<file path="src/rtl/rgh_glitch_seq_if.sv">
// Pin bundle for the glitch sequencer: board-side inputs plus HANA/pad-side outputs.
// Latency: none, this is wiring only.
// Backpressure: none; every signal is a level and no handshake is involved.
interface rgh_glitch_seq_if #(
    parameter int ATT_W = 8
);
    logic             arm;
    logic             post_bit;
    logic             cpu_rst_sense_n;
    logic             i2c_send;
    logic             glitch_out;
    logic             done;
    logic             busy;
    logic [ATT_W-1:0] attempts;

    // Board or test side: drives arm and the raw pins, observes the results.
    modport master (
        output arm, post_bit, cpu_rst_sense_n,
        input  i2c_send, glitch_out, done, busy, attempts
    );

    // Sequencer side.
    modport slave (
        input  arm, post_bit, cpu_rst_sense_n,
        output i2c_send, glitch_out, done, busy, attempts
    );
endinterface

</file>
<file path="src/rtl/rgh_glitch_seq.sv">
// Glitch sequencer for the S-RGH Trinity image: counts POST toggles, drives the HANA slow/fast request, fires the CPU reset pulse and retries until boot.
// Latency: post_edge is 3 clk edges after a pin change (5 edges with POST_FILTER_EN); the pulse starts GLITCH_DELAY+1 cycles after the GLITCH_EDGE strobe.
// Backpressure: none; the I2C sender absorbs i2c_send level changes itself. Optional build macro: POST_FILTER_EN.
module rgh_glitch_seq #(
    parameter int          SLOW_EDGE    = 3,
    parameter int          GLITCH_EDGE  = 4,
    parameter logic [15:0] GLITCH_DELAY = 16'd1200,
    parameter logic [3:0]  PULSE_W      = 4'd2,
    parameter int          SUCCESS_EDGE = 8,
    parameter logic [23:0] TIMEOUT      = 24'd4800000,
    parameter int          ATT_W        = 8
) (
    input  logic             clk,
    input  logic             rst,
    rgh_glitch_seq_if.slave  sq
);

    // FSM encoding kept as plain constants so older tools and scripts can decode it.
    localparam logic [3:0] S_IDLE        = 4'd0;
    localparam logic [3:0] S_WAIT_SLOW   = 4'd1;
    localparam logic [3:0] S_WAIT_GLITCH = 4'd2;
    localparam logic [3:0] S_DELAY       = 4'd3;
    localparam logic [3:0] S_PULSE       = 4'd4;
    localparam logic [3:0] S_RELEASE     = 4'd5;
    localparam logic [3:0] S_CHECK       = 4'd6;
    localparam logic [3:0] S_FAIL        = 4'd7;
    localparam logic [3:0] S_DONE        = 4'd8;

    localparam logic [7:0]       SLOW_E    = 8'(SLOW_EDGE);
    localparam logic [7:0]       GLITCH_E  = 8'(GLITCH_EDGE);
    localparam logic [7:0]       SUCCESS_E = 8'(SUCCESS_EDGE);
    localparam logic [ATT_W-1:0] ATT_MAX   = {ATT_W{1'b1}};
    localparam logic [ATT_W-1:0] ATT_ONE   = {{(ATT_W-1){1'b0}}, 1'b1};

    logic [3:0]       state;
    logic [7:0]       edge_cnt;
    logic [7:0]       cnt_inc;
    logic [15:0]      dly;
    logic [3:0]       pw;
    logic [23:0]      tmo;
    logic             i2c_q;
    logic             glitch_q;
    logic             done_q;
    logic [ATT_W-1:0] attempts_q;

    logic             post_s1;
    logic             post_s2;
    logic             post_edge;
    logic             rst_s1;
    logic             rst_s2;
    logic             rst_seen;

`ifdef POST_FILTER_EN
    logic             post_s3;
    logic             post_flt;
    logic             post_flt_d;

    // POST bit: 3-stage sync, then only accept a level seen on two consecutive samples.
    always_ff @(posedge clk or posedge rst) begin
        if (rst) begin
            post_s1    <= 1'b0;
            post_s2    <= 1'b0;
            post_s3    <= 1'b0;
            post_flt   <= 1'b0;
            post_flt_d <= 1'b0;
            post_edge  <= 1'b0;
        end else begin
            post_s1    <= sq.post_bit;
            post_s2    <= post_s1;
            post_s3    <= post_s2;
            if (post_s2 == post_s3) begin
                post_flt <= post_s3;
            end
            post_flt_d <= post_flt;
            post_edge  <= post_flt ^ post_flt_d;
        end
    end
`else
    logic             post_d;

    // POST bit: 2-stage sync and a registered strobe on either transition.
    always_ff @(posedge clk or posedge rst) begin
        if (rst) begin
            post_s1   <= 1'b0;
            post_s2   <= 1'b0;
            post_d    <= 1'b0;
            post_edge <= 1'b0;
        end else begin
            post_s1   <= sq.post_bit;
            post_s2   <= post_s1;
            post_d    <= post_s2;
            post_edge <= post_s2 ^ post_d;
        end
    end
`endif

    // CPU reset sense: 2-stage sync, then a registered "console is in reset" flag.
    always_ff @(posedge clk or posedge rst) begin
        if (rst) begin
            rst_s1   <= 1'b0;
            rst_s2   <= 1'b0;
            rst_seen <= 1'b0;
        end else begin
            rst_s1   <= sq.cpu_rst_sense_n;
            rst_s2   <= rst_s1;
            rst_seen <= ~rst_s2;
        end
    end

    // Saturating next value of the POST edge counter.
    assign cnt_inc = (edge_cnt == 8'hFF) ? edge_cnt : edge_cnt + 8'd1;

    // Main sequencer: disarm wins over everything, then per-state behaviour.
    always_ff @(posedge clk or posedge rst) begin
        if (rst) begin
            state      <= S_IDLE;
            edge_cnt   <= 8'd0;
            dly        <= 16'd0;
            pw         <= 4'd0;
            tmo        <= 24'd0;
            i2c_q      <= 1'b0;
            glitch_q   <= 1'b0;
            done_q     <= 1'b0;
            attempts_q <= '0;
        end else if (!sq.arm) begin
            state    <= S_IDLE;
            i2c_q    <= 1'b0;
            glitch_q <= 1'b0;
            done_q   <= 1'b0;
        end else begin
            case (state)
                S_IDLE: begin
                    edge_cnt <= 8'd0;
                    state    <= S_WAIT_SLOW;
                end

                S_WAIT_SLOW: begin
                    if (rst_seen) begin
                        // Console reset before the glitch: start counting over.
                        edge_cnt <= 8'd0;
                        i2c_q    <= 1'b0;
                    end else if (post_edge) begin
                        edge_cnt <= cnt_inc;
                        if (cnt_inc == SLOW_E) begin
                            i2c_q <= 1'b1;
                            state <= S_WAIT_GLITCH;
                        end
                    end
                end

                S_WAIT_GLITCH: begin
                    if (rst_seen) begin
                        edge_cnt <= 8'd0;
                        i2c_q    <= 1'b0;
                        state    <= S_WAIT_SLOW;
                    end else if (post_edge) begin
                        edge_cnt <= cnt_inc;
                        if (cnt_inc == GLITCH_E) begin
                            if (GLITCH_DELAY == 16'd0) begin
                                // No delay: the pulse starts right after the strobe.
                                glitch_q <= 1'b1;
                                pw       <= PULSE_W;
                                state    <= S_PULSE;
                            end else begin
                                dly   <= GLITCH_DELAY;
                                state <= S_DELAY;
                            end
                        end
                    end
                end

                S_DELAY: begin
                    if (rst_seen) begin
                        edge_cnt <= 8'd0;
                        i2c_q    <= 1'b0;
                        state    <= S_WAIT_SLOW;
                    end else begin
                        // The pulse goes high on the edge where dly runs out.
                        dly <= dly - 16'd1;
                        if (dly <= 16'd1) begin
                            glitch_q <= 1'b1;
                            pw       <= PULSE_W;
                            state    <= S_PULSE;
                        end
                    end
                end

                S_PULSE: begin
                    // rst_seen is ignored here: the pulse itself pulls the CPU into reset.
                    if (pw <= 4'd1) begin
                        glitch_q <= 1'b0;
                        state    <= S_RELEASE;
                    end else begin
                        pw <= pw - 4'd1;
                    end
                end

                S_RELEASE: begin
                    i2c_q <= 1'b0;
                    tmo   <= TIMEOUT;
                    state <= S_CHECK;
                end

                S_CHECK: begin
                    if (post_edge) begin
                        edge_cnt <= cnt_inc;
                    end
                    // A success edge beats a timeout or reset sense on the same cycle.
                    if (post_edge && (cnt_inc == SUCCESS_E)) begin
                        done_q <= 1'b1;
                        state  <= S_DONE;
                    end else if (rst_seen || (tmo <= 24'd1)) begin
                        state <= S_FAIL;
                    end else begin
                        tmo <= tmo - 24'd1;
                    end
                end

                S_FAIL: begin
                    if (attempts_q != ATT_MAX) begin
                        attempts_q <= attempts_q + ATT_ONE;
                    end
                    edge_cnt <= 8'd0;
                    state    <= S_WAIT_SLOW;
                end

                S_DONE: begin
                    done_q   <= 1'b1;
                    i2c_q    <= 1'b0;
                    glitch_q <= 1'b0;
                end

                default: begin
                    i2c_q    <= 1'b0;
                    glitch_q <= 1'b0;
                    state    <= S_IDLE;
                end
            endcase
        end
    end

    assign sq.i2c_send   = i2c_q;
    assign sq.glitch_out = glitch_q;
    assign sq.done       = done_q;
    assign sq.busy       = (state != S_IDLE) && (state != S_DONE);
    assign sq.attempts   = attempts_q;

endmodule

</file>
<file path="src/flat_wrapper.sv">
// flat-port wrapper written by rule: the top's interface ports become plain ports
module rgh_glitch_seq_flat 
#(
    parameter int          SLOW_EDGE    = 3,
    parameter int          GLITCH_EDGE  = 4,
    parameter logic [15:0] GLITCH_DELAY = 16'd1200,
    parameter logic [3:0]  PULSE_W      = 4'd2,
    parameter int          SUCCESS_EDGE = 8,
    parameter logic [23:0] TIMEOUT      = 24'd4800000,
    parameter int          ATT_W        = 8
)
  (clk, rst, sq_arm, sq_post_bit, sq_cpu_rst_sense_n, sq_i2c_send, sq_glitch_out, sq_done, sq_busy, sq_attempts);
  rgh_glitch_seq_if #(.ATT_W(ATT_W)) sq_i ();
  input  logic clk;
  input  logic rst;
  input wire logic [$bits(sq_i.arm)-1:0] sq_arm;
  input wire logic [$bits(sq_i.post_bit)-1:0] sq_post_bit;
  input wire logic [$bits(sq_i.cpu_rst_sense_n)-1:0] sq_cpu_rst_sense_n;
  output wire logic [$bits(sq_i.i2c_send)-1:0] sq_i2c_send;
  output wire logic [$bits(sq_i.glitch_out)-1:0] sq_glitch_out;
  output wire logic [$bits(sq_i.done)-1:0] sq_done;
  output wire logic [$bits(sq_i.busy)-1:0] sq_busy;
  output wire logic [$bits(sq_i.attempts)-1:0] sq_attempts;
  assign sq_i.arm = sq_arm;
  assign sq_i.post_bit = sq_post_bit;
  assign sq_i.cpu_rst_sense_n = sq_cpu_rst_sense_n;
  assign sq_i2c_send = sq_i.i2c_send;
  assign sq_glitch_out = sq_i.glitch_out;
  assign sq_done = sq_i.done;
  assign sq_busy = sq_i.busy;
  assign sq_attempts = sq_i.attempts;
  rgh_glitch_seq #(.SLOW_EDGE(SLOW_EDGE), .GLITCH_EDGE(GLITCH_EDGE), .GLITCH_DELAY(GLITCH_DELAY), .PULSE_W(PULSE_W), .SUCCESS_EDGE(SUCCESS_EDGE), .TIMEOUT(TIMEOUT), .ATT_W(ATT_W)) u_core (.clk(clk), .rst(rst), .sq(sq_i));
endmodule
</file>
<file path="config.mk">
export PLATFORM = sky130hd
export DESIGN_NAME = rgh_glitch_seq_flat
export DESIGN_NICKNAME = d
export VERILOG_FILES = /design/src/rtl/rgh_glitch_seq_if.sv /design/src/rtl/rgh_glitch_seq.sv /design/src/flat_wrapper.sv
export SDC_FILE = /design/constraint.sdc
export NUM_CORES = 1
export LEC_CHECK = 0
export BUFFER_PORTS_ARGS = -buffer_cell sky130_fd_sc_hd__buf_2
export CAP_MARGIN = 10
export CORE_MARGIN = 4
export CORE_UTILIZATION = 44
export DETAILED_ROUTE_END_ITERATION = 10
export HOLD_SLACK_MARGIN = 0.05
export PLACE_DENSITY = 0.59
export SYNTH_ARGS = -nofsm -noshare
export SYNTH_HDL_FRONTEND = slang
export SYNTH_SLANG_ARGS = --single-unit
</file>
<file path="constraint.sdc">
create_clock -name clk -period 3.83 [get_ports clk]
set_input_delay 0.766 -clock clk [delete_from_list [all_inputs] [get_ports clk]]
set_output_delay 0.766 -clock clk [all_outputs]
set_load 0.02 [all_outputs]
</file>
Yosys cells after proc, flatten, opt, wreduce, memory -nomap -nowiden
Cells that the tools add are included.
Cells by class
  bitwise logic cells: 2
  $lt $le $gt $ge: 3
  reduce and logical (&&, ||, !) cells: 23
  equality and inequality tests: 41
  shift operators: 0
  multiply operators: 0
  multiplexer cells: 44
  divide/modulo/power cells: 0
  add/subtract/negate cells: 5
Operator list (number)
  16-bit two-way mux: 4
  4-bit two-way mux: 15
  24-bit two-way mux: 2
  24-bit one-hot mux with 2 select lines: 1
  8-bit two-way mux: 4
  16-bit one-hot mux with 2 select lines: 1
  4-bit one-hot mux with 8 select lines: 1
  8-bit one-hot mux with 4 select lines: 1
  24-bit by 1-bit less-or-equal comparator with 1-bit output, second input constant: 1
  4-bit by 2-bit != test with 1-bit output, second input constant: 6
  24-bit by 1-bit subtractor with 24-bit output, second input constant: 1
  3-bit by 2-bit != test with 1-bit output, second input constant: 6
  8-bit by 1-bit adder with 8-bit output, second input constant: 2
  4-bit by 3-bit == test with 1-bit output, second input constant: 4
  16-bit by 1-bit less-or-equal comparator with 1-bit output, second input constant: 1
  2-bit != test, second input constant: 8
  16-bit by 1-bit subtractor with 16-bit output, second input constant: 1
  4-bit AND reduction: 3
  1-bit two-way mux: 11
  9-bit AND reduction: 1
  4-bit by 2-bit == test with 1-bit output, second input constant: 2
  8-bit by 2-bit == test with 1-bit output, second input constant: 1
  8-bit by 3-bit == test with 1-bit output, second input constant: 1
  8-bit by 4-bit == test with 1-bit output, second input constant: 1
  27 further kinds: 39
Word-level totals
  bits of input ports: 5
  output and inout bits: 12
  bits in latches: 0
  word-level logic and storage cells: 134
  RAM bits: 0
  ROM bits: 0
  memories: 0
  flip-flop bits (word level): 74

Logic depth before layout (Yosys ltp)
Gate-level depths: netlist (run 1).
  depth after elaboration: 8
  depth in mapped cells: 11
  mapped depth without buffers: 8

Least setup slack after synthesis (run 1)
Ideal clock, no wire load.
  path type: input to register
  start point: input port sq_arm
  end point: register u_core.edge_cnt[3]
  arrival: 2585 ps
  cell stages on the path: 7
  required time: 3698 ps
  setup slack: 1113 ps
  path buffers: 1
  cell sequence: clkbuf_1 nand2b_1 nor4_1 nor2b_1 nand4_1 xor2_1 nor2_1
On the way
  cells in the longest elaborated chain, start to end: 1
RTL lines
  from (decl): RTL line flat_wrapper.sv:16  | input wire logic [$bits(sq_i.arm)-1:0] sq_arm;
  3-bit AND reduction (no source line)
  to (signal assigned): RTL line rgh_glitch_seq.sv:143  | edge_cnt <= cnt_inc;
  to (signal assigned): RTL line rgh_glitch_seq.sv:157  | edge_cnt <= cnt_inc;
  to (signal assigned): RTL line rgh_glitch_seq.sv:206  | edge_cnt <= cnt_inc;
  to (decl): RTL line rgh_glitch_seq.sv:36  | logic [7:0] edge_cnt;
Every way passes these cells.
A chain may end at the register's enable or synchronous reset.

Worst setup path in the final report (run 1)
  start point: register u_core.edge_cnt[0]
  end point: register u_core.dly[14]
On the way
  cells in the longest elaborated chain, start to end: 5
RTL lines
  8-bit by 1-bit adder with 8-bit output / 8-bit == test (equally long branches): RTL line rgh_glitch_seq.sv:111  | assign cnt_inc = (edge_cnt == 8'hFF) ? edge_cnt : edge_cnt + 8'd1;
  8-bit two-way mux (*): RTL line rgh_glitch_seq.sv:111
  8-bit by 3-bit == test with 1-bit output (*): RTL line rgh_glitch_seq.sv:158  | if (cnt_inc == GLITCH_E) begin
  2-bit by 1-bit != test with 1-bit output (no source line) (*)
  6-bit AND reduction (no source line) (*)
  to (signal assigned): RTL line rgh_glitch_seq.sv:179  | dly <= dly - 16'd1;
  to (decl): RTL line rgh_glitch_seq.sv:38  | logic [15:0] dly;
Every way passes the cells marked *; elsewhere a longest branch is shown, timed or not.

==> results of run 1 <==
[worst register-to-register path: cells and delay by family, from the launching register on]
family	cells	cell delay (ns)
AO/OA/AOI/OAI	3	0.70
adder cells (fa/ha/maj)	1	0.39
flip-flops	1	0.48
AND/OR/NAND/NOR	3	1.52
[metrics by stage]
| stage | power [mW] | setup WS (ns) | cells | hold WS (ns) | utilization, % |
|---|---|---|---|---|---|
| finish | 2.69 | 0.665 | 600 | 0.350 | 49.8 |
| global route | 2.90 | 0.394 | 600 | 0.360 | 49.8 |
| CTS | 2.71 | 0.677 | 600 | 0.349 | 49.8 |
| detailed placement | 2.00 | 0.691 | 584 | 0.335 | 47.4 |
| global placement | 1.99 | 0.817 | 584 | 0.333 | 47.4 |
| floorplan | 1.79 | 1.11 | 456 | 0.331 | - |
[layout by cell type, fill, tap and decap left out, types with 3 or more instances in the layout]
master,instances
a21oi_1,21
a31oi_1,8
and3_1,3
buf_2,16
buf_4,5
clkbuf_8,10
dfrtp_1,74
ha_1,8
inv_1,16
mux2i_1,5
nand2_1,26
nand2b_1,7
nand3_1,22
nand3b_1,3
nand4_1,17
nor2_1,44
nor2b_1,10
nor3_1,22
nor3b_1,3
nor4_1,11
o21ai_0,24
o31ai_1,9
or2_2,3
or3_1,12
or4_1,13
or4_4,3
xnor2_1,6
xor2_1,21
[worst min path at each step]
stage                                          end  slack [ns]  depth (start not counted)
after CTS                 u_core.post_s2$_DFF_PP0_        0.35                          0
final                     u_core.post_s2$_DFF_PP0_        0.35                          0
after global routing       u_core.rst_s2$_DFF_PP0_        0.36                          0
after global placement    u_core.post_s2$_DFF_PP0_        0.33                          0
after floorplan           u_core.post_s2$_DFF_PP0_        0.33                          0
after detailed placement  u_core.post_s2$_DFF_PP0_        0.33                          0
[routing by layer]
metal	GRT usage, %	vias to the layer above	share of wire [%]
met3	3.04	9	2.8
met4	5.18	0	0.83
met2	26.8	55	44
li1	-	1698	-
met5	0	-	0
met1	24.3	1614	52
[cells by family (layout without fill, tap and decap cells)]
| family | count (synthesis) | in the layout | share of synthesized area [%] |
|---|---|---|---|
| AO/OA/AOI/OAI | 88 | 88 | 13.9 |
| XOR/XNOR | 27 | 27 | 5.61 |
| adder cells (fa/ha/maj) | 8 | 8 | 2.37 |
| buffers and inverters | 40 | 55 | 4.27 |
| flip-flops | 74 | 74 | 43.9 |
| multiplexers | 7 | 7 | 1.72 |
| AND/OR/NAND/NOR | 212 | 212 | 28.2 |
[power groups by stage]
stage | clock network, mW | registers, mW | logic [mW]
floorplan | 0 | 1.10 | 0.692
global placement | 0 | 1.17 | 0.814
detailed placement | 0 | 1.18 | 0.823
CTS | 0.713 | 1.17 | 0.833
global route | 0.744 | 1.21 | 0.947
finish | 0.689 | 1.17 | 0.829
[registers in the layout (all words and copies together) (netlist names), 4 cells and up]
signal and count:
u_core.pw 4, u_core.sq.attempts 8, u_core.edge_cnt 8, u_core.state 4, u_core.dly 16, u_core.tmo 24
[cell type report]
type	instances	area (µm²)
Clock inverter	6	88.8
Inverter	17	63.8
Timing Repair Buffer	22	138
Multi-Input combinational cell	342	2180
Tap cell	129	161
Sequential cell	74	1850
Fill cell	909	4660
Clock buffer	10	138
==> results.sh, run 1 <==
export IMPL_antenna_found_initial=0
export IMPL_synth_top_area_share_pct=43.9
export IMPL_ctsHoldBuffers=0
export IMPL_cts_sinks=74
export IMPL_drt_initial_drc_count=189
export IMPL_power_switching_mw=1.01
export IMPL_first_global_vias=3348
export IMPL_dr_total_vias=3376
export IMPL_required_ns=4.11
export IMPL_drive_above_1_share_pct=11.7
export IMPL_cts_resized=0
export IMPL_p_seq_share_pct=43.6
export IMPL_viasPerCell=5.63
export IMPL_synth_seq_cells=74
export IMPL_place_hpwl_um=6260
export IMPL_worstHoldPathType="reg -> reg"
export IMPL_combPwrFrac_pct=30.8
export IMPL_timing_rr_end="u_core.dly[14]$_DFFE_PP0P_"
export IMPL_fmax_mhz=316
export IMPL_final_cell_area_um2=4630
export IMPL_hold_viol_final=0
export IMPL_clockPowerShare_pct=25.6
export IMPL_synthArstFlopShare_pct=100
export IMPL_p_per_area_nw_per_um2=582
export IMPL_io_buffer_count=16
export IMPL_antenna_cells=0
export IMPL_synth_common_cells="dfrtp_1, nor2_1, nand2_1"
export IMPL_htreeDepth=3
export IMPL_synth_area_um2=4220
export IMPL_synth_most_common_cell="dfrtp_1"
export IMPL_worst_path_buf_inv=0
export IMPL_cp_depth=7
export IMPL_cpMaxStageDelayCell="nor4_1"
export IMPL_first_pass_iters=4
export IMPL_grt_max_degree=75
export IMPL_syn_to_final_growth_pct=9.70
export IMPL_finClkSkew_ns=0.00974
export IMPL_ys_seq_area_share_pct=43.9
export IMPL_startpoint="u_core.edge_cnt[0]$_DFFE_PP0P_"
export IMPL_leakage_nw=1.95
export IMPL_wl_um=9150
export IMPL_synth_area_leaders="dfrtp_1, xor2_1, nor2_1, o21ai_0, nand3_1"
export IMPL_ys_warnings_count=0
export IMPL_min_from="u_core.post_s1$_DFF_PP0_"
export IMPL_rrSetupSlack_ns=0.66
export IMPL_r2r_start="u_core.edge_cnt[0]$_DFFE_PP0P_"
export IMPL_clk_latency_ns=0.35
export IMPL_status="finished, final reports clean"
export IMPL_rows=35
export IMPL_synth_edf_count=0
export IMPL_cpPeakStageDelay_ns=0.58
export IMPL_cts_root_buf="clkbuf_8"
export IMPL_synthCells=456
export IMPL_cpLargestDelayFamily="simple AND/OR/NAND/NOR gates"
export IMPL_cp_data_arrival_time_ns=3.44
export IMPL_setup_tns_ns=0
export IMPL_final_nets=479
export IMPL_syn_mean_instance_area_um2=9.25
export IMPL_clkTransAtPathRegs_ns=0.08
export IMPL_antenna_left=0
export IMPL_die_x_um=106
export IMPL_synth_cell_type_count=60
export IMPL_max_slew_margin_pct=38.6
export IMPL_reg2reg_depth=7
export IMPL_setup_violations=0
export IMPL_wire_per_inst_um=15.2
export IMPL_endpoint="u_core.dly[14]$_DFFE_PP0P_"
export IMPL_gp_congestion=0.859
export IMPL_postCtsSetupBuffers=0
export IMPL_finalCriticalPeriod_ns=3.17
export IMPL_internal_power_mw=1.68
export IMPL_tightest_slew_ns=0.917
export IMPL_ios=17
export IMPL_grt_pass1_wl_um=15900
export IMPL_synth_nets=469
export IMPL_die_area_um2=11200
export IMPL_dpl_cell_area_um2=4400
export IMPL_overflow=0
export IMPL_crit_fanout=12
export IMPL_path_cells="ha_1, and4_1, o221ai_2, nor4_1, a32oi_1, or4_1, a21oi_1"
export IMPL_grt_usage_pct=17.1
export IMPL_core_area_um2=9280
export IMPL_cts_buffers=9
export IMPL_endpoint_kind="register"
export IMPL_clockBufferDepth=2
export IMPL_cts_tree="done"
export IMPL_critical_path_class="reg -> reg"
export IMPL_rsz0062_at_grt="no"
export IMPL_swShare_pct=37.7
export IMPL_initial_core_util_pct=45.4
export IMPL_drv_cap=0
export IMPL_finalCritPeriodShare_pct=82.6
export IMPL_die_h_um=106
export IMPL_critPathLaunchType="register"
export IMPL_finalMaxSlewViolations=0
export IMPL_ys_flop_type="dfrtp_1"
export IMPL_synth_top_area_cell="dfrtp_1"
export IMPL_peakVddDrop_mv=0.329
export IMPL_drcViolationCount=0
No activity file was read; power rests on OpenSTA's default activity.
==> inputs of run 2 (changes only) <==
ABC_AREA = 1   (was not set)
clock period = 3.05 ns   (was 3.83 ns; I/O delays follow)
==> run 2 against run 1 <==
Cell count grew 30%. Count of clock-buffer cells in the layout grew 2. Sequential share of layout area shrank 3.9 points. Synthesized cell count grew 36%. Critical path depth grew 6.
==> results.sh, run 2 <==
export IMPL_status="finished, final reports clean"
export IMPL_finalCriticalPeriod_ns=2.38
export IMPL_crit_fanout=17
export IMPL_cts_buffers=9
export IMPL_fmax_mhz=420
export IMPL_rows=37
export IMPL_dpl_cell_area_um2=4910
export IMPL_drv_cap=0
export IMPL_grt_max_degree=75
export IMPL_synth_nets=633
export IMPL_synth_common_cells="nand2_1, nor2_1, dfrtp_1"
export IMPL_die_area_um2=12400
export IMPL_hold_viol_final=0
export IMPL_io_buffer_count=16
export IMPL_startpoint="u_core.edge_cnt[0]$_DFFE_PP0P_"
export IMPL_htreeDepth=3
export IMPL_ys_flop_type="dfrtp_1"
export IMPL_final_cell_mix="nand2_1, nor2_1, dfrtp_1"
export IMPL_synth_cell_type_count=44
export IMPL_dr_total_vias=4063
export IMPL_antenna_cells=0
export IMPL_required_ns=3.29
export IMPL_fill_cells=1037
export IMPL_grt_pass1_wl_um=18500
export IMPL_synth_edf_count=0
export IMPL_final_nets=654
export IMPL_critPathLaunchType="register"
export IMPL_wire_per_inst_um=13.3
export IMPL_synth_top_area_cell="dfrtp_1"
export IMPL_leakage_nw=2.48
export IMPL_synth_top_area_share_pct=39.5
export IMPL_final_cell_area_um2=5120
export IMPL_postCtsSetupBuffers=0
export IMPL_synthCells=620
export IMPL_stdcell_count=782
export IMPL_synth_area_leaders="dfrtp_1, nand2_1, nor2_1, inv_1, nand3_1"
export IMPL_synthArstFlopShare_pct=100
export IMPL_largest_reg_flops=24
export IMPL_endpoint_kind="register"
export IMPL_syn_to_final_growth_pct=9.20
export IMPL_drive_above_1_share_pct=12.5
export IMPL_cts_sinks=74
export IMPL_ctsHoldBuffers=0
export IMPL_peakVddDrop_mv=0.317
export IMPL_wl_um=10400
export IMPL_viasPerCell=5.20
export IMPL_place_hpwl_um=7590
export IMPL_drt_initial_drc_count=271
export IMPL_finClkSkew_ns=0.00796
export IMPL_ys_warnings_count=0
export IMPL_rsz0062_at_grt="no"
export IMPL_antenna_left=0
export IMPL_drcViolationCount=0
export IMPL_die_x_um=111
export IMPL_cts_root_buf="clkbuf_8"
export IMPL_ios=17
export IMPL_placedCellCount=766
export IMPL_clockBufferDepth=2
export IMPL_synth_seq_cells=74
export IMPL_setup_tns_ns=0
export IMPL_worstHoldPathType="in -> async"
export IMPL_overflow=0
export IMPL_final_common_cell="nand2_1"
export IMPL_die_h_um=111
export IMPL_syn_mean_instance_area_um2=7.57
export IMPL_finalCritPeriodShare_pct=78.0
export IMPL_p_per_area_nw_per_um2=678
export IMPL_largest_register="u_core.tmo"
export IMPL_grt_usage_pct=17.8
export IMPL_ys_seq_area_share_pct=39.5
export IMPL_critical_path_class="reg -> reg"
export IMPL_synth_area_um2=4690
export IMPL_setup_violations=0
export IMPL_gp_congestion=0.931
export IMPL_cp_data_arrival_time_ns=2.62
export IMPL_synth_most_common_cell="nand2_1"
export IMPL_first_pass_iters=5
export IMPL_cts_tree="done"
export IMPL_max_slew_margin_pct=61.3
export IMPL_tightest_slew_ns=0.575
export IMPL_reg_largest_list="u_core.tmo x24, u_core.dly x16"
export IMPL_r2r_start="u_core.edge_cnt[0]$_DFFE_PP0P_"
export IMPL_clk_latency_ns=0.36
export IMPL_initial_core_util_pct=45.3
export IMPL_finalMaxSlewViolations=0
export IMPL_clkTransAtPathRegs_ns=0.08
export IMPL_antenna_found_initial=0
export IMPL_cts_resized=0
export IMPL_first_global_vias=3997
export IMPL_core_area_um2=10400
[run 2: metrics by stage]
stage | hold slack, ns | worst slack [ns] | power (mW) | util [%]
final | 0.327 | 0.671 | 3.48 | 49.4
after global routing | 0.334 | 0.421 | 3.77 | 49.4
after CTS | 0.331 | 0.684 | 3.50 | 49.4
after detailed placement | 0.347 | 0.695 | 2.67 | 47.4
after global placement | 0.333 | 0.735 | 2.65 | 47.4
after floorplan | 0.331 | 0.558 | 2.38 | -
[run 2: report_power, final]
| group | total [mW] | internal, mW | switching [mW] |
|---|---|---|---|
| sequential | 1.36 | 1.17 | 0.188 |
| clock | 0.818 | 0.444 | 0.374 |
| combinational | 1.30 | 0.455 | 0.842 |
| total | 3.48 | 2.07 | 1.40 |
[run 2: cell families after synthesis]
family / synth area share (%)
and+or+nand+nor: 33.9
buffers and inverters: 7.38
AOI/OAI and AO/OA: 10.3
DFF: 39.5
xor gates and xnor gates: 6.53
adders and majority gates: 2.13
muxes: 0.240
[run 2: final timing paths]
path | to | slack, ns | cells after the start
setup / recovery | u_core.tmo[3]$_DFFE_PP0P_ | 0.67 | 13
hold reg to reg | u_core.post_s2$_DFF_PP0_ | 0.36 | 0
min in group clk | u_core.post_s1$_DFF_PP0_ | 0.36 | 1
max in group asynchronous | u_core.pw[3]$_DFFE_PP0P_ | 2.41 | 3
setup reg to reg | u_core.tmo[3]$_DFFE_PP0P_ | 0.67 | 13
hold / removal | u_core.dly[3]$_DFFE_PP0P_ | 0.33 | 3
[run 2: worst max-delay path, cell delays in order (launching register included)]
cell and delay, ns:
dfrtp_1 0.43, ha_1 0.22, nand3_1 0.13, nor2_1 0.12
nand2_1 0.09, nand2_1 0.12, nand3_4 0.10, nor2_8 0.17
nand3_2 0.12, nand2_2 0.27, buf_4 0.25, nor2_1 0.05
o21ai_1 0.12, nor2_1 0.06
[run 2: routing by layer]
metal	track usage, %	up-vias	wire, µm
met4	6.16	0	143
li1	-	2070	-
met2	28.5	84	4810
met5	0	-	0
met1	24.1	1896	4990
met3	3.77	13	462
[run 2: area by class of cell]
class / count / area [µm²] / share of cell area (%)
Multi-Input combinational cell: 466 / 2490 / 48.7
Sequential cell: 74 / 1850 / 36.1
Inverter: 69 / 264 / 5.15
Tap cell: 136 / 170 / 3.32
Clock buffer: 12 / 165 / 3.22
Timing Repair Buffer: 21 / 130 / 2.54
Clock inverter: 4 / 48.8 / 0.952
==> inputs of run 3 (changes only) <==
ABC_AREA = 0   (was 1)
clock period = 2.38 ns   (was 3.05 ns; I/O delays follow)
==> run 3 against run 2 <==
The flow now finishes with violations (setup timing). Total power increased by 40%. Register-to-register slack worse by 0.80 ns. Largest cell class unchanged. Fmax decreased by 5.2%. Sequential power rose by 29%. Via count decreased by 4.9%. Combinational power rose by 68%. Routed wire length up 1.8%. Sequential cell count unchanged. Sequential share of layout area shrank 3.3 points. Clock skew grew 0.0053 ns. Utilization up 11 points.
==> results.sh, run 3 (same netlist as run 1, synthesis figures left out) <==
export IMPL_status="complete, but fails checks"
export IMPL_violations="setup timing"
export IMPL_crit_fanout=3
export IMPL_die_area_um2=11200
export IMPL_overflow=0
export IMPL_ctsHoldBuffers=0
export IMPL_ios=17
export IMPL_cts_sinks=74
export IMPL_initial_core_util_pct=45.4
export IMPL_leakage_nw=2.46
export IMPL_stdcell_count=695
export IMPL_cts_root_buf="clkbuf_8"
export IMPL_clkTransAtPathRegs_ns=0.08
export IMPL_worst_slack_ns=-0.130
export IMPL_antenna_found_initial=0
export IMPL_first_pass_iters=4
export IMPL_worstHoldPathType="in -> async"
export IMPL_finClkSkew_ns=0.0132
export IMPL_rsz0062_at_grt="yes"
export IMPL_drive_above_1_share_pct=33.0
export IMPL_finalCritPeriodShare_pct=105
export IMPL_reg_largest_list="u_core.tmo x24, u_core.dly x16"
export IMPL_grt_usage_pct=18.9
export IMPL_wl_um=10600
export IMPL_drv_cap=0
export IMPL_p_per_area_nw_per_um2=860
export IMPL_timing_rr_end="u_core.state[1]$_DFFE_PP0P_"
export IMPL_drt_initial_drc_count=159
export IMPL_fmax_mhz=398
export IMPL_cts_tree="done"
export IMPL_core_area_um2=9280
export IMPL_gp_congestion=0.879
export IMPL_place_hpwl_um=7240
export IMPL_critical_path_class="reg -> reg"
export IMPL_syn_to_final_growth_pct=33.8
export IMPL_fill_cells=816
export IMPL_largest_reg_flops=24
export IMPL_largest_register="u_core.tmo"
export IMPL_wire_per_inst_um=15.3
export IMPL_fin_util_pct=60.8
export IMPL_dr_total_vias=3865
export IMPL_die_h_um=106
export IMPL_hold_viol_final=0
export IMPL_reg2reg_depth=6
export IMPL_r2r_start="u_core.tmo[14]$_DFFE_PP0P_"
export IMPL_first_global_vias=3851
export IMPL_cp_data_arrival_time_ns=2.74
export IMPL_peakVddDrop_mv=0.475
export IMPL_rrSetupSlack_ns=-0.13
export IMPL_htreeDepth=3
export IMPL_finalMaxSlewViolations=0
export IMPL_clockBufferDepth=2
export IMPL_tightest_slew_ns=0.448
export IMPL_hold_ws_ns=0.203
export IMPL_endpoint_kind="register"
export IMPL_final_nets=575
export IMPL_antenna_left=0
export IMPL_placedCellCount=662
export IMPL_grt_pass1_wl_um=17500
export IMPL_die_x_um=106
export IMPL_grt_max_degree=75
export IMPL_finalCriticalPeriod_ns=2.51
export IMPL_place_ws_ns=-0.197
export IMPL_rows=35
export IMPL_max_slew_margin_pct=69.7
export IMPL_setup_violations=10
export IMPL_drcViolationCount=0
export IMPL_io_buffer_count=16
export IMPL_final_cell_mix="buf_4, dfrtp_1, nor2_1"
export IMPL_viasPerCell=5.56
export IMPL_cts_buffers=9
export IMPL_required_ns=2.61
export IMPL_clk_latency_ns=0.35
export IMPL_final_common_cell="buf_4"
export IMPL_antenna_cells=0
export IMPL_p_total_mw=4.85
export IMPL_critPathLaunchType="register"
[run 3: cell type report]
| type | count | area [µm²] | area share [%] |
|---|---|---|---|
| multi-input combinational | 342 | 2470 | 43.9 |
| sequential | 74 | 1850 | 32.8 |
| timing repair buffer | 118 | 911 | 16.1 |
| tap | 129 | 161 | 2.86 |
| clock buffer | 11 | 151 | 2.68 |
| inverter | 17 | 63.8 | 1.13 |
| clock inverter | 4 | 26.3 | 0.466 |
[run 3: metal layers]
metal / vias up / routed length [µm] / GRT usage, %
met5: - / 0 / 0
met4: 0 / 233 / 7.86
met3: 23 / 343 / 2.85
met2: 65 / 4940 / 30.7
met1: 1892 / 5090 / 25.3
li1: 1885 / - / -
[run 3: what timing repair did]
item                                    in CTS  in global routing
setup buffers                               10                 10
endpoints found under the setup margin      25                 32
endpoints found under the hold margin        0                  0
gates cloned                                 0                  1
resized for setup                           27                 36
pin swaps                                   16                 16
[run 3: worst max-delay path, cell delays in order (launching register included)]
cell     delay (ns)
dfrtp_1        0.39
or4_4          0.55
or4_4          0.54
o21a_4         0.25
a21o_1         0.17
nor3_2         0.15
mux2_1         0.35
[run 3: per-stage QoR]
step	TNS [ns]	instance area, µm²
after floorplan	-1.27	4270
after global placement	-1.29	5030
after detailed placement	-1.97	5030
after CTS	-0.403	5410
after global routing	-1.54	5640
final	-0.321	5640
[run 3: how the worst max path moves through the flow]
stage	from	to	slack (ns)	cells past startpoint
floorplan	u_core.edge_cnt[1]$_DFFE_PP0P_	u_core.dly[9]$_DFFE_PP0P_	-0.23	9
global placement	u_core.edge_cnt[1]$_DFFE_PP0P_	u_core.state[1]$_DFFE_PP0P_	-0.16	10
detailed placement	u_core.edge_cnt[1]$_DFFE_PP0P_	u_core.dly[13]$_DFFE_PP0P_	-0.20	10
CTS	u_core.tmo[14]$_DFFE_PP0P_	u_core.state[1]$_DFFE_PP0P_	-0.09	6
global route	u_core.tmo[14]$_DFFE_PP0P_	u_core.state[1]$_DFFE_PP0P_	-0.20	6
finish	u_core.tmo[14]$_DFFE_PP0P_	u_core.state[1]$_DFFE_PP0P_	-0.13	6
[run 3: power breakdown]
group          internal, mW  switching (mW)
sequential             1.53           0.228
clock                 0.430           0.470
combinational          1.03            1.16
total                  2.99            1.86
